<file path="config.mk">
export PLATFORM = sky130hd
export DESIGN_NAME = hilo_div_unit
export DESIGN_NICKNAME = d
export VERILOG_FILES = /design/src/rtl/hilo_div_unit.sv
export SDC_FILE = /design/constraint.sdc
export NUM_CORES = 1
export LEC_CHECK = 0
export BUFFER_PORTS_ARGS = -buffer_cell sky130_fd_sc_hd__buf_2
export CAP_MARGIN = 30
export CORE_ASPECT_RATIO = 0.75
export CORE_MARGIN = 2
export CORE_UTILIZATION = 40
export CTS_CLUSTER_DIAMETER = 50
export DETAILED_ROUTE_END_ITERATION = 10
export GPL_ROUTABILITY_DRIVEN = 0
export SETUP_SLACK_MARGIN = 0.02
export SYNTH_ARGS = -nofsm -noshare
export SYNTH_HDL_FRONTEND = slang
export SYNTH_SLANG_ARGS = --single-unit
</file>
<file path="constraint.sdc">
create_clock -name clock -period 8.05 [get_ports clock]
set_input_delay 1.61 -clock clock [delete_from_list [all_inputs] [get_ports clock]]
set_output_delay 1.61 -clock clock [all_outputs]
set_load 0.1 [all_outputs]
</file>
<file path="src/rtl/hilo_div_unit.sv">
// HI/LO register owner with a multi-cycle restoring divider (div/divu) and mthi/mtlo moves.
// busy marks a divide in flight so the hazard unit can stall mfhi/mflo.
module hilo_div_unit #(
    parameter int unsigned WIDTH = 32
) (
    input  logic             clock,
    input  logic             reset,
    input  logic             start,
    input  logic             is_signed,
    input  logic [WIDTH-1:0] dividend,
    input  logic [WIDTH-1:0] divisor,
    input  logic             hi_we,
    input  logic             lo_we,
    input  logic [WIDTH-1:0] wdata,
    output logic             busy,
    output logic             done,
    output logic             div_zero,
    output logic [WIDTH-1:0] hi,
    output logic [WIDTH-1:0] lo
);

    localparam int unsigned CNT_W = (WIDTH > 1) ? $clog2(WIDTH) : 1;
    localparam int unsigned REM_W = WIDTH + 1;

    localparam logic [1:0] S_IDLE = 2'd0;
    localparam logic [1:0] S_RUN  = 2'd1;
    localparam logic [1:0] S_FIX  = 2'd2;

    logic [1:0]       state_q,    state_d;
    logic [CNT_W-1:0] count_q,    count_d;
    logic [REM_W-1:0] rem_q,      rem_d;
    logic [WIDTH-1:0] quo_q,      quo_d;
    logic [WIDTH-1:0] dvs_q,      dvs_d;
    logic [WIDTH-1:0] raw_q,      raw_d;
    logic             neg_quo_q,  neg_quo_d;
    logic             neg_rem_q,  neg_rem_d;
    logic             zero_q,     zero_d;
    logic [WIDTH-1:0] hi_q,       hi_d;
    logic [WIDTH-1:0] lo_q,       lo_d;
    logic             busy_q,     busy_d;
    logic             done_q,     done_d;
    logic             div_zero_q, div_zero_d;

    logic [REM_W-1:0] rem_shift;
    logic [REM_W-1:0] rem_sub;
    logic             qbit;
    logic [WIDTH-1:0] rem_mag;
    logic [WIDTH-1:0] abs_dividend;
    logic [WIDTH-1:0] abs_divisor;

    // Next-state, datapath and move/abort arbitration
    always_comb begin
        state_d    = state_q;
        count_d    = count_q;
        rem_d      = rem_q;
        quo_d      = quo_q;
        dvs_d      = dvs_q;
        raw_d      = raw_q;
        neg_quo_d  = neg_quo_q;
        neg_rem_d  = neg_rem_q;
        zero_d     = zero_q;
        hi_d       = hi_q;
        lo_d       = lo_q;
        div_zero_d = div_zero_q;
        done_d     = 1'b0;

        rem_shift = REM_W'({rem_q, quo_q[WIDTH-1]});
        rem_sub   = rem_shift - {1'b0, dvs_q};
        qbit      = (rem_shift >= {1'b0, dvs_q});
        rem_mag   = WIDTH'(rem_q);

        abs_dividend = (is_signed && dividend[WIDTH-1]) ? (WIDTH'(0) - dividend) : dividend;
        abs_divisor  = (is_signed && divisor[WIDTH-1])  ? (WIDTH'(0) - divisor)  : divisor;

        if (hi_we || lo_we) begin
            // A move always wins: it aborts any divide and drops a same-cycle start
            if (hi_we) begin
                hi_d = wdata;
            end
            if (lo_we) begin
                lo_d = wdata;
            end
            state_d = S_IDLE;
        end else if (start) begin
            rem_d      = '0;
            quo_d      = abs_dividend;
            dvs_d      = abs_divisor;
            raw_d      = dividend;
            neg_quo_d  = is_signed && (dividend[WIDTH-1] ^ divisor[WIDTH-1]);
            neg_rem_d  = is_signed && dividend[WIDTH-1];
            zero_d     = (divisor == '0);
            div_zero_d = 1'b0;
            count_d    = '0;
            state_d    = S_RUN;
        end else begin
            case (state_q)
                S_RUN: begin
                    rem_d   = qbit ? rem_sub : rem_shift;
                    quo_d   = {quo_q[WIDTH-2:0], qbit};
                    count_d = count_q + CNT_W'(1);
                    if (count_q == CNT_W'(WIDTH - 1)) begin
                        state_d = S_FIX;
                    end
                end
                S_FIX: begin
                    if (zero_q) begin
                        lo_d = '1;
                        hi_d = raw_q;
                    end else begin
                        lo_d = neg_quo_q ? (WIDTH'(0) - quo_q) : quo_q;
                        hi_d = neg_rem_q ? (WIDTH'(0) - rem_mag) : rem_mag;
                    end
                    div_zero_d = zero_q;
                    done_d     = 1'b1;
                    state_d    = S_IDLE;
                end
                default: begin
                    state_d = S_IDLE;
                end
            endcase
        end

        busy_d = (state_d != S_IDLE);
    end

    always_ff @(posedge clock or posedge reset) begin
        if (reset) begin
            state_q    <= S_IDLE;
            count_q    <= '0;
            rem_q      <= '0;
            quo_q      <= '0;
            dvs_q      <= '0;
            raw_q      <= '0;
            neg_quo_q  <= 1'b0;
            neg_rem_q  <= 1'b0;
            zero_q     <= 1'b0;
            hi_q       <= '0;
            lo_q       <= '0;
            busy_q     <= 1'b0;
            done_q     <= 1'b0;
            div_zero_q <= 1'b0;
        end else begin
            state_q    <= state_d;
            count_q    <= count_d;
            rem_q      <= rem_d;
            quo_q      <= quo_d;
            dvs_q      <= dvs_d;
            raw_q      <= raw_d;
            neg_quo_q  <= neg_quo_d;
            neg_rem_q  <= neg_rem_d;
            zero_q     <= zero_d;
            hi_q       <= hi_d;
            lo_q       <= lo_d;
            busy_q     <= busy_d;
            done_q     <= done_d;
            div_zero_q <= div_zero_d;
        end
    end

    assign busy     = busy_q;
    assign done     = done_q;
    assign div_zero = div_zero_q;
    assign hi       = hi_q;
    assign lo       = lo_q;

endmodule
</file>
==> results.yml <==
status:
  status: "complete, no violations"
sta:
  relSlewSlack: 0.335
  slew_violations: 0
  hold_slack_ps: 474
  worstMarginPinSlew_ps: 989
  skew_ps: 16.1
  period_needed_ps: 4070
  period_share: 0.506
  rsz0062_at_grt: "no"
  setup_viol: 0
  setup_tns_ps: 0
  finalHoldViolCount: 0
  fmax_ghz: 0.246
clocking:
  clock_latency_ps: 550
  cts_resized: 0
  numCtsBuffers: 27
  clk_pin_slew_worst_paths_ps: 60
  holdBufCountCts: 0
  post_cts_buffers: 0
  clock_path_buffers: 3
  htreeDepth: 1
  cts.sinks: 205
  root_buffer: "clkbuf_16"
  cts_tree: "built"
logic_synthesis:
  synth_most_common_cell: "nand2_1"
  synthTopCellsByCount: "nand2_1 (307), dfrtp_1 (205), o21ai_0 (168), a21oi_1 (105), nor2_1 (101)"
  synth.mux.area_fraction: 0.0207
  synth_seq_cells: 205
  synth_top_family_by_area: "compound AO/OA/AOI/OAI gates"
  synth-main-ff-cell: "dfrtp_1"
  yosysUniqueCellTypes: 66
  yosysSeqAreaShare: 0.393
  synthSimpleGateAreaFrac: 0.189
  synth-edff-count: 0
  synth_top_cell_area_share: 0.393
  synth_area_leaders: "dfrtp_1 (39%), nand2_1 (8.8%), o21ai_0 (6.4%)"
  syn_avg_cell_area_sq_um: 8.17
  synth_compound_area_frac: 0.221
  synth-xor-area-share: 0.0966
  yosysTopAreaCell: "dfrtp_1"
  synth_cells: 1599
  syn-num-nets: 1740
  yosysWarnings: 0
  synth_adder_area_share: 0.0379
  synthesis.area_sq_mm: 0.0131
  async_flop_share: 1.00
layout:
  multi_input_area_sq_mm: 0.00741
  final_layout_size_suffix_gt1_frac: 0.151
  final-seq-area_sq_mm: 0.00513
  final_nets: 1860
  antennaDiodeCount: 0
  syn_to_final_growth_pct: 16.1
  nFillCells: 3351
  final_util: 0.470
min_path:
  min_path_type: "register to register"
  min_path_cells: 2
grt:
  antenna_found_initial: 0
  grt_start_max_net_pins: 99
  grt_pass1_vias: 11500
  grt_pass1_wl_um: 61600
  grt_overflow_total: 0
  grt.total_usage: 0.224
detailed_routing:
  drt_pass1_iterations: 7
  ant_nets: 0
  wirelength_um: 37800
  num_vias: 11900
  drc_errors: 0
  avgRoutedWirePerCell_um: 17.3
  drt_iter0_markers: 866
  detail_route.vias_per_cell: 5.45
worst_setup_path:
  critPathLaunchType: "input port"
  slowest_stage: "nor3b_1"
  required_ps: 8540
  worstPathCellList: "buf_2 > or2_2 > nor3b_1 > nand2_1 > or4_1 > nand3_1"
  end_kind: "register"
  criticalPathCategory: "input port to register"
  worstRegToRegCells: 11
  path_max_fanout: 45
  crit_arrival_ps: 4560
  critPathMaxStageDelay_ps: 720
power_and_ir_drop:
  ir_drop_uv: 173
  powerDensity_mw_per_mm2: 226
  power.leakage_nw: 6.83
floorplan:
  design.core.area_sq_mm: 0.0322
  fp.dieW_um: 213
  placementRows: 57
  initial_utilization: 0.405
  die-area_sq_mm: 0.0341
  die_h_um: 160
  pin_count: 169
run:
  maxCapViolCount: 0
placement:
  hpwl_um: 28200
  io_buffer_count: 168
metal layers:
layer / global-route usage / wire length (um)
met1: 0.329 / 18400
met2: 0.349 / 16800
met3: 0.0348 / 1930
met4: 0.0435 / 690
met5: 0 / 0
final timing paths:
kind                       slack (ps)  startpoint         to
max                              3980       hi_we  rem_q[21]
min                               470   raw_q[12]  raw_q[12]
min in group asynchronous        1180       reset  dvs_q[29]
min reg2reg                       470   raw_q[12]  raw_q[12]
max reg2reg                      4040   rem_q[18]  rem_q[27]
max in group asynchronous        5570       reset  quo_q[23]
final cells by class:
| class | count | share of cell area |
|---|---|---|
| multi-input cells | 1249 | 0.489 |
| well taps | 442 | 0.0365 |
| clock inverters | 14 | 0.00817 |
| repair buffers | 183 | 0.0653 |
| inverters | 53 | 0.0136 |
| flip-flops and latches | 205 | 0.338 |
| clock buffers | 35 | 0.0492 |
cells in the final DEF (no fill, tap or decap), types with 9 or more instances in the layout:
cell type,synthesis,layout
o21ai_0,168,168
nor2_1,101,96
nand2b_1,12,12
o31ai_1,26,26
nand2_1,307,306
buf_4,2,12
nor4_1,9,9
o21ai_1,61,61
nand3_1,19,19
a22oi_1,11,11
buf_2,1,168
xor2_1,73,73
clkbuf_16,0,27
o22ai_1,32,32
or4_1,11,11
nor3_1,18,18
or3_1,16,16
mux2i_1,27,27
dfrtp_1,205,204
xnor2_1,71,71
a32oi_1,11,11
a31oi_1,13,13
a21o_1,16,16
a21oi_1,105,105
o41ai_1,9,9
ha_1,38,38
inv_1,52,51
stage by stage:
step           cell area (sq um)  cells  setup slack, ps  total power [mW]
6_report                   15200   2181             3980              3.43
5_1_grt                    15200   2181             3730              3.60
4_1_cts                    15100   2179             4020              3.44
3_5_place_dp               14300   2130             3460              2.25
3_3_place_gp               14200   2129             3070              2.24
2_1_floorplan              13100   1599              844              2.02
flip-flops by register name (all words and copies together) (netlist names):
name	count
neg_rem_q	1
busy	1
rem_q	32
count_q	5
zero_q	1
quo_q	32
state_q	2
raw_q	32
div_zero	1
hi	32
done	1
neg_quo_q	1
lo	32
dvs_q	32
cell families after synthesis:
logic type,count (synthesis)
mux,27
simple gates,547
xor+xnor,144
fa+ha+maj,39
compound gates,492
flops,205
buf+inv,145
critical path, delay by kind of cell:
| family | cells | cell delay [ps] |
|---|---|---|
| simple gates | 5 | 2770 |
| buf+inv | 1 | 170 |
power by group:
part,switching (mW),internal (mW),leakage (nW)
registers,0.121,1.16,2.59
logic,0.677,0.281,3.82
clock network,0.495,0.690,0.419
total,1.29,2.13,6.83
No activity file was read; power rests on OpenSTA's default activity.
